--- config.mk ---
export PLATFORM = sky130hd
export DESIGN_NAME = mem_arbiter_multi_flat
export DESIGN_NICKNAME = d
export VERILOG_FILES = /design/src/rtl/mem_arbiter_multi_if.sv /design/src/rtl/mem_arbiter_multi.sv /design/src/flat_wrapper.sv
export SDC_FILE = /design/constraint.sdc
export NUM_CORES = 1
export LEC_CHECK = 0
export ABC_CLOCK_PERIOD_IN_PS = 1500
export CAP_MARGIN = 5
export CORE_UTILIZATION = 35
export DETAILED_ROUTE_END_ITERATION = 16
export PLACE_DENSITY = 0.73
export SLEW_MARGIN = 30
export SYNTH_ARGS = -nofsm -noshare
export SYNTH_HDL_FRONTEND = slang
export SYNTH_SLANG_ARGS = --single-unit
export TNS_END_PERCENT = 30
--- constraint.sdc ---
create_clock -name clk -period 1.5 [get_ports clk]
set_clock_uncertainty 0.1 [all_clocks]
set_input_delay 0.3 -clock clk [delete_from_list [all_inputs] [get_ports clk]]
set_output_delay 0.3 -clock clk [all_outputs]
set_load 0.02 [all_outputs]
--- src/rtl/mem_arbiter_multi_if.sv ---
// rtl/mem_arbiter_multi_if.sv - cache-side and memory-side bus bundle for mem_arbiter_multi
interface mem_arbiter_multi_if #(
  parameter int NREQ = 2,
  parameter int AW   = 16,
  parameter int DW   = 16
);
  logic [NREQ-1:0]    req;
  logic [NREQ-1:0]    we;
  logic [NREQ*AW-1:0] addr;
  logic [NREQ*DW-1:0] wdata;
  logic [NREQ-1:0]    grant;
  logic [NREQ-1:0]    done;
  logic               err;
  logic [DW-1:0]      rdata;
  logic [AW-1:0]      mem_addr;
  logic [DW-1:0]      mem_wdata;
  logic               mem_en;
  logic               mem_wr;
  logic [DW-1:0]      mem_rdata;
  logic               mem_valid;

  // arbiter side
  modport slave (
    input  req, we, addr, wdata, mem_rdata, mem_valid,
    output grant, done, err, rdata, mem_addr, mem_wdata, mem_en, mem_wr
  );

  // requesters plus memory model side
  modport master (
    output req, we, addr, wdata, mem_rdata, mem_valid,
    input  grant, done, err, rdata, mem_addr, mem_wdata, mem_en, mem_wr
  );
endinterface

--- src/rtl/mem_arbiter_multi.sv ---
// rtl/mem_arbiter_multi.sv - N-port memory arbiter with fixed-priority/round-robin selection
module mem_arbiter_multi #(
  parameter int NREQ    = 2,
  parameter int AW      = 16,
  parameter int DW      = 16,
  parameter int MODE    = 0,
  parameter int WR_LAT  = 4,
  parameter int TIMEOUT = 15
) (
  input logic                clk,
  input logic                rst,
  mem_arbiter_multi_if.slave bus
);
  localparam int IW = $clog2(NREQ);
  localparam int CW = $clog2(TIMEOUT + 1);

  typedef enum logic [1:0] {IDLE, ISSUE, WAIT, DONE} state_t;

  state_t         state;
  state_t         state_nxt;
  logic [IW-1:0]  win;
  logic [IW-1:0]  win_sel;
  logic [IW-1:0]  ptr;
  logic           sel_valid;
  logic           wr_q;
  logic           err_q;
  // counts cycles since mem_en: zero in ISSUE, one in the first WAIT cycle
  logic [CW-1:0]  cnt;
  logic [DW-1:0]  rdata_q;
  logic [AW-1:0]  maddr_q;
  logic [DW-1:0]  mwdata_q;

  assign bus.rdata     = rdata_q;
  assign bus.mem_addr  = maddr_q;
  assign bus.mem_wdata = mwdata_q;

  // winner selection: lowest index, or first requester after the last completed port
  always_comb begin
    win_sel   = '0;
    sel_valid = 1'b0;
    if (MODE == 0) begin
      for (int i = NREQ - 1; i >= 0; i--) begin
        if (bus.req[i]) begin
          win_sel   = IW'(i);
          sel_valid = 1'b1;
        end
      end
    end else begin
      for (int k = NREQ; k >= 1; k--) begin
        if (bus.req[(int'(ptr) + k) % NREQ]) begin
          win_sel   = IW'((int'(ptr) + k) % NREQ);
          sel_valid = 1'b1;
        end
      end
    end
  end

  // next state and per-state outputs
  always_comb begin
    state_nxt  = state;
    bus.grant  = '0;
    bus.done   = '0;
    bus.err    = 1'b0;
    bus.mem_en = 1'b0;
    bus.mem_wr = 1'b0;
    if (state != IDLE) bus.grant[win] = 1'b1;
    case (state)
      IDLE: begin
        if (sel_valid) state_nxt = ISSUE;
      end
      ISSUE: begin
        bus.mem_en = 1'b1;
        bus.mem_wr = wr_q;
        state_nxt  = WAIT;
      end
      WAIT: begin
        if (wr_q) begin
          if (cnt == CW'(WR_LAT - 1)) state_nxt = DONE;
        end else if (bus.mem_valid || cnt == CW'(TIMEOUT)) begin
          state_nxt = DONE;
        end
      end
      DONE: begin
        bus.done[win] = 1'b1;
        bus.err       = err_q;
        state_nxt     = IDLE;
      end
      default: state_nxt = IDLE;
    endcase
  end

  // state register
  always_ff @(posedge clk) begin
    if (!rst) state <= IDLE;
    else      state <= state_nxt;
  end

  // request latch, wait counter, read capture and round-robin pointer
  always_ff @(posedge clk) begin
    if (!rst) begin
      win      <= '0;
      ptr      <= IW'(NREQ - 1);
      wr_q     <= 1'b0;
      err_q    <= 1'b0;
      cnt      <= '0;
      rdata_q  <= '0;
      maddr_q  <= '0;
      mwdata_q <= '0;
    end else begin
      case (state)
        IDLE: begin
          cnt   <= '0;
          err_q <= 1'b0;
          if (sel_valid) begin
            win      <= win_sel;
            wr_q     <= bus.we[win_sel];
            maddr_q  <= bus.addr[int'(win_sel) * AW +: AW];
            mwdata_q <= bus.wdata[int'(win_sel) * DW +: DW];
          end
        end
        ISSUE: cnt <= cnt + CW'(1);
        WAIT: begin
          cnt <= cnt + CW'(1);
          if (!wr_q) begin
            if (bus.mem_valid)             rdata_q <= bus.mem_rdata;
            else if (cnt == CW'(TIMEOUT))  err_q   <= 1'b1;
          end
        end
        DONE: ptr <= win;
        default: ;
      endcase
    end
  end
endmodule

--- src/flat_wrapper.sv ---
// flat-port wrapper written by rule: the top's interface ports become plain ports
module mem_arbiter_multi_flat 
#(
  parameter int NREQ    = 2,
  parameter int AW      = 16,
  parameter int DW      = 16,
  parameter int MODE    = 0,
  parameter int WR_LAT  = 4,
  parameter int TIMEOUT = 15
)
  (clk, rst, bus_req, bus_we, bus_addr, bus_wdata, bus_mem_rdata, bus_mem_valid, bus_grant, bus_done, bus_err, bus_rdata, bus_mem_addr, bus_mem_wdata, bus_mem_en, bus_mem_wr);
  mem_arbiter_multi_if #(.NREQ(NREQ), .AW(AW), .DW(DW)) bus_i ();
  input logic clk;
  input logic rst;
  input wire logic [$bits(bus_i.req)-1:0] bus_req;
  input wire logic [$bits(bus_i.we)-1:0] bus_we;
  input wire logic [$bits(bus_i.addr)-1:0] bus_addr;
  input wire logic [$bits(bus_i.wdata)-1:0] bus_wdata;
  input wire logic [$bits(bus_i.mem_rdata)-1:0] bus_mem_rdata;
  input wire logic [$bits(bus_i.mem_valid)-1:0] bus_mem_valid;
  output wire logic [$bits(bus_i.grant)-1:0] bus_grant;
  output wire logic [$bits(bus_i.done)-1:0] bus_done;
  output wire logic [$bits(bus_i.err)-1:0] bus_err;
  output wire logic [$bits(bus_i.rdata)-1:0] bus_rdata;
  output wire logic [$bits(bus_i.mem_addr)-1:0] bus_mem_addr;
  output wire logic [$bits(bus_i.mem_wdata)-1:0] bus_mem_wdata;
  output wire logic [$bits(bus_i.mem_en)-1:0] bus_mem_en;
  output wire logic [$bits(bus_i.mem_wr)-1:0] bus_mem_wr;
  assign bus_i.req = bus_req;
  assign bus_i.we = bus_we;
  assign bus_i.addr = bus_addr;
  assign bus_i.wdata = bus_wdata;
  assign bus_i.mem_rdata = bus_mem_rdata;
  assign bus_i.mem_valid = bus_mem_valid;
  assign bus_grant = bus_i.grant;
  assign bus_done = bus_i.done;
  assign bus_err = bus_i.err;
  assign bus_rdata = bus_i.rdata;
  assign bus_mem_addr = bus_i.mem_addr;
  assign bus_mem_wdata = bus_i.mem_wdata;
  assign bus_mem_en = bus_i.mem_en;
  assign bus_mem_wr = bus_i.mem_wr;
  mem_arbiter_multi #(.NREQ(NREQ), .AW(AW), .DW(DW), .MODE(MODE), .WR_LAT(WR_LAT), .TIMEOUT(TIMEOUT)) u_core (.clk(clk), .rst(rst), .bus(bus_i));
endmodule
==> flow_summary_export.csv <==
group,metric,value,unit
status,result_of_the_run,"finished with violations",
status,failing_checks,"setup timing",
die,initial_standard_cell_utilization_of_the_core,36.4,%
global_route,first_global_vias,2216,
placement,buffer_ports.inserted,141,
logic_synthesis,syn_nets,368,
global_route,global_route_wire_length_before_repair,10.5,mm
routing,detail_route.wirelength,7.31,mm
global_route,grt_start_max_net_pins,59,
sta,max_clock_freq,614,MHz
cts,path_clk_slew,0.07,ns
die,die_width,89.0,µm
critical_path,cp_data_required_time,1.10,ns
logic_synthesis,synth.ff_latch_count,57,
cts,insertion_delay,0.33,ns
cts,clk_root_buffer_cell,"sky130_fd_sc_hd__clkbuf_8",
placement,detailedPlacementHpwl,4.93,mm
logic_synthesis,synth_area_leader_cell,"sky130_fd_sc_hd__dfxtp_1",
logic_synthesis,synthCells,276,
placement,place.gp.congestion,0.706,
sta,grt_setup_unrepaired,"yes",
routing,wire_length_per_cell,13.6,µm
die,floorplan.io_pins,142,
cts,cts-root-to-sink-buffers,2,
power,static-leakage-power,0.00241,µW
placement,numPlacedInstances,511,
sta,final.setup.tns,-2.09,ns
routing,route.vias.total,2534,
logic_synthesis,synth_area_leaders,"sky130_fd_sc_hd__dfxtp_1 43%, sky130_fd_sc_hd__mux2i_1 13%, sky130_fd_sc_hd__o211a_1 13%",
critical_path,cp-start-kind,"register",
logic_synthesis,synth.lib_cells_used.distinct,29,
cts,tritoncts,"built",
logic_synthesis,synthArstFlopShare,0,%
logic_synthesis,seq_area_frac_synth,43.0,%
routing,drcViolationCount,0,
power,power_density,1460,nW/µm²
finish,layout-drive-gt1-share,16.2,%
critical_path,critical_path.max_fanout,4,
cts,postCtsHoldBufs,0,
sta,report.final.setup_viol,41,
global_route,grt_remaining_overflow,0,
global_route,number_of_antenna_violations_at_the_first_check_in_global_routing,0,
logic_synthesis,yosysTopAreaCellShare,43.0,%
global_route,gr-usage-all-layers,17.5,%
cts,cts_inserted_buffers,9,
sta,maxSlewViolCount,0,
sta,tightestPinTransition,0.310,ns
sta,timing.slew.headroom,79.2,%
logic_synthesis,dominantRegCellSynth,"sky130_fd_sc_hd__dfxtp_1",
routing,ant_nets,0,
sta,final_period_minus_worst_setup_slack,1.63,ns
critical_path,crit_arrival,1.23,ns
die,design.die.area,7930,µm²
logic_synthesis,postSynthAreaPerCell,9.61,µm²
critical_path,timing.critical_path.to_type,"primary output",
die,design.core.area,7290,µm²
critical_path,critical_path_class,"register to primary output",
sta,hold_viol_final,0,
routing,dr.first_iter.drc_count,69,
cts,htreeDepth,3,
die,die-height,89.0,µm
finish,final_cell_count_no_fill,537,
cts,cts_num_sinks,57,
finish,n_antenna_cell,0,
finish,area_delta_synth_final,75.4,%
sta,worst_setup_slack_after_layout,-0.130,ns
worst_hold_path,hold_path_class,"input port to register",
sta,finalCritPeriodShare,109,%
logic_synthesis,yosysWarningCount,0,
die,num_rows,31,
routing,routed_via_density,4.72,
routing,drt_pre_antenna_iters,4,
logic_synthesis,number_of_synthesized_flops_with_an_enable_pin,0,
logic_synthesis,synthesis.area,2650,µm²
power,peakVddDrop,0.789,mV
run,maxCapViolCount,0,
finish,final_nets,525,
==> stage by stage <==
stage	cell area, µm²	hold WS, ns	total power [µW]	util (%)	worst slack, ns
6_report	4650	0.337	6780	63.8	-0.130
5_1_grt	4650	0.335	7190	63.8	-0.177
4_1_cts	4520	0.336	6490	62.0	-0.164
3_5_place_dp	4260	0.346	5140	58.4	-0.336
3_3_place_gp	4260	0.340	5080	58.4	-0.325
2_1_floorplan	2650	0.335	3730	-	0.0363
==> Yosys cell counts, types with 2 or more instances <==
master,number
sky130_fd_sc_hd__a21boi_1,17
sky130_fd_sc_hd__a21oi_1,2
sky130_fd_sc_hd__and2_1,5
sky130_fd_sc_hd__buf_2,5
sky130_fd_sc_hd__buf_4,5
sky130_fd_sc_hd__buf_6,4
sky130_fd_sc_hd__clkbuf_1,6
sky130_fd_sc_hd__dfxtp_1,57
sky130_fd_sc_hd__ha_1,5
sky130_fd_sc_hd__inv_1,3
sky130_fd_sc_hd__mux2i_1,34
sky130_fd_sc_hd__nand2_1,71
sky130_fd_sc_hd__nand2b_1,4
sky130_fd_sc_hd__nand3_1,2
sky130_fd_sc_hd__nor2_1,3
sky130_fd_sc_hd__nor2b_1,4
sky130_fd_sc_hd__o211a_1,34
sky130_fd_sc_hd__o21ai_0,4
==> registers in the layout, indices dropped and copies added (netlist names) <==
register,count
u_core.bus.mem_addr,16
u_core.bus.mem_wdata,16
u_core.bus.rdata,16
u_core.cnt,4
u_core.err_q,1
u_core.state,2
u_core.win,1
u_core.wr_q,1
==> path summary, 6_finish.rpt <==
| kind | start | to | slack [ns] | cells after the start |
|---|---|---|---|---|
| hold / removal | rst | u_core.win$_SDFFE_PN0P_ | 0.34 | 4 |
| setup / recovery | u_core.state[1]$_SDFFE_PN0P_ | bus_done[1] | -0.13 | 4 |
| setup reg to reg | u_core.state[0]$_SDFFE_PN0P_ | u_core.state[1]$_SDFFE_PN0P_ | -0.09 | 6 |
| hold reg to reg | u_core.bus.rdata[6]$_SDFFE_PN0P_ | u_core.bus.rdata[6]$_SDFFE_PN0P_ | 0.35 | 2 |
==> routing by layer <==
metal / up-vias / global-route usage (%) / part of all wire [%]
met1: 1156 / 19.2 / 41
met4: 0 / 5.63 / 0.44
li1: 1271 / - / -
met2: 103 / 29.9 / 48
met5: - / 0 / 0
met3: 4 / 8.77 / 11
==> power by group <==
part	internal (µW)	leakage (µW)	switching [µW]	total (µW)
sequential	1950	0.000470	245	2200
combinational	1600	0.00184	1580	3180
clock	806	0.0000953	600	1410
==> what timing repair did <==
item,CTS,global route
gates cloned,0,4
gates resized for setup,109,13
setup buffers,3,3
endpoints found under the setup margin,106,46
pin swaps,11,2
==> critical path, cell delays in order, from the launching register on <==
cell,delay (ns)
sky130_fd_sc_hd__dfxtp_4,0.36
sky130_fd_sc_hd__buf_12,0.12
sky130_fd_sc_hd__ha_4,0.16
sky130_fd_sc_hd__and2_4,0.13
sky130_fd_sc_hd__buf_6,0.12
==> placed cells by master (no fill, tap or decap), types with 3 or more instances in the layout <==
master	count
sky130_fd_sc_hd__mux2i_1	34
sky130_fd_sc_hd__nor2_1	3
sky130_fd_sc_hd__buf_4	12
sky130_fd_sc_hd__buf_6	9
sky130_fd_sc_hd__inv_4	3
sky130_fd_sc_hd__and2_4	3
sky130_fd_sc_hd__buf_12	8
sky130_fd_sc_hd__ha_4	4
sky130_fd_sc_hd__dfxtp_1	55
sky130_fd_sc_hd__clkdlybuf4s50_1	85
sky130_fd_sc_hd__a21boi_1	17
sky130_fd_sc_hd__nand2_1	70
sky130_fd_sc_hd__o211a_1	34
sky130_fd_sc_hd__clkbuf_8	10
sky130_fd_sc_hd__dlygate4sd2_1	48
sky130_fd_sc_hd__nor2b_1	3
==> kinds of logic after synthesis <==
logic type / count (synthesis) / share of synthesized area (%)
buf+inv: 24 / 5.47
fa+ha+maj: 5 / 2.36
simple gates: 95 / 16.0
compound gates: 61 / 20.3
mux: 34 / 12.8
flops: 57 / 43.0
==> area by class of cell <==
cell class | count | area (µm²)
fillers | 634 | 2640
repair buffers | 166 | 1690
multi-input cells | 195 | 1470
flip-flops and latches | 57 | 1150
clock buffers | 11 | 141
well taps | 99 | 124
clock inverters | 5 | 55.1
inverters | 4 | 22.5
Power figures use the tool's default switching activity.
==> patch, RTL diff (config.mk and constraints unchanged) <==
Reset style: asynchronous (`rst`), changed in 2 clocked blocks.
--- a/src/rtl/mem_arbiter_multi.sv
+++ b/src/rtl/mem_arbiter_multi.sv
@@ -90,13 +90,13 @@
   end
 
   // state register
-  always_ff @(posedge clk) begin
+  always_ff @(posedge clk or negedge rst) begin
     if (!rst) state <= IDLE;
     else      state <= state_nxt;
   end
 
   // request latch, wait counter, read capture and round-robin pointer
-  always_ff @(posedge clk) begin
+  always_ff @(posedge clk or negedge rst) begin
     if (!rst) begin
       win      <= '0;
       ptr      <= IW'(NREQ - 1);
Function: differs if rst is asserted again (counterexample within 4 cycles, from zero or initial values and one cycle with rst low); with rst held inactive, the same outputs for 10 cycles.
==> patch against the unedited design <==
The run still ends with negative setup slack left; worst setup slack got worse by 250 ps; area after synthesis fell by 2.2%; total power rose by 28%; sequential cell count did not move; global-route usage rose by 1.9 points; final area fell by 0.46%; routed wire length fell by 0.45%; die area fell by 2.2%; worst hold slack improved by 41 ps; largest power group unchanged.
==> patch: results (changes against the unedited design) <==
* Initial drt markers at 111 (+61%)
* Failing checks: negative setup slack
* DP Area at 0.004344 mm² (+1.9%)
* Top delay family on crit path: multiplexers
* Detailed placement HPWL at 5180 µm (+5.0%)
* Max FO, Critical Path at 2 (-2)
* Sequential Area at 0.001428 mm² (+24%)
* Post-synthesis net count at 320 (-13%)
* List of most frequent post-synthesis cells: dfrtp_1 (57), o21ai_0 (38), nand2_1 (36), mux2i_1 (33), mux2_2 (17)
* Wire length on met3 at 489 µm (-40%)
* Clock-cell share of area at 4.216% (-0.0076 points)
* Non-clock inverters at 3 (-1)
* Sequential fraction of the synthesis area at 55.02% (+12 points)
* Dpl cells at 479 (-6.3%)
* Status: finished with violations
* Tot GR Track Use at 19.49% (+1.9 points)
* Total wire length at 7276 µm (-0.45%)
* Slew headroom at 73.12% (-6.1 points)
* Signal buffers at 170 (+2.4%)
* Post-route setup TNS at -7734 ps (-5643 ps)
* Metal2 WL at 3554 µm (+2.2%)
* Post-synthesis adder-cell area fraction at 2.413% (+0.054 points)
* Synth unique cells at 27 (-6.9%)
* CTS Hold Bufs at 1 (+1)
* Clkbuf count at 12 (+1)
* Synth Area in Compound Gates at 9.459% (-11 points)
* Largest net degree at the start of global routing at 58 (-1.7%)
* Setup ws final at -380.1 ps (-250.4 ps)
* Setup-failing EPs final at 58 (+41%)
* Crit path arrival time at 1990 ps (+760 ps)
* Top cells by area, synth: dfrtp_1 (55%), mux2i_1 (13%), mux2_2 (7.4%)
* LEAKAGE at 2.173 nW (-9.7%)
* NonClk Buf Share at 35.97% (-0.43 points)
* Async S/R FF share, synth at 100.0% (+100 points)
* Multi-input gates at 155 (-21%)
* Mux cell area share after synthesis at 20.56% (+7.7 points)
* Post-layout nets at 488 (-7.0%)
* Share of layout cells above drive strength 1 at 20.50% (+4.3 points)
* Met1 WL at 3084 µm (+3.6%)
* GP Congestion at 0.7696 (+8.9%)
* Vias post-DR at 2302 (-9.2%)
* Max IR drop VDD at 0.0009499 V (+20%)
* First-pass GRT wire length at 11240 µm (+7.5%)
* Placement Setup Slack at -395.2 ps (-59.37 ps)
## patch: report_power, final
part | internal [mW] | total [mW] | switching (mW)
combinational | 2.22 | 4.53 | 2.31
sequential | 2.28 | 2.68 | 0.402
clock | 0.843 | 1.44 | 0.597
total | 5.35 | 8.65 | 3.31
## patch: path summary, 6_finish.rpt
check / from / end / slack (ps) / cells past startpoint
worst max register to register: u_core.cnt[0] / u_core.state[1] / -380 / 4
worst min-delay path: u_core.bus.mem_wdata[13] / u_core.bus.mem_wdata[13] / 380 / 2
worst min register to register: u_core.bus.mem_wdata[13] / u_core.bus.mem_wdata[13] / 380 / 2
worst max-delay path: u_core.cnt[0] / u_core.state[1] / -380 / 4
min in group asynchronous: rst / u_core.bus.mem_addr[2] / 390 / 3
max in group asynchronous: rst / u_core.state[0] / 640 / 3
## patch: routing by layer
layer,up-vias,GRT usage [%]
met3,13,5.372
li1,1126,-
met5,-,0
met2,80,33.19
met1,1083,23.35
met4,0,7.918
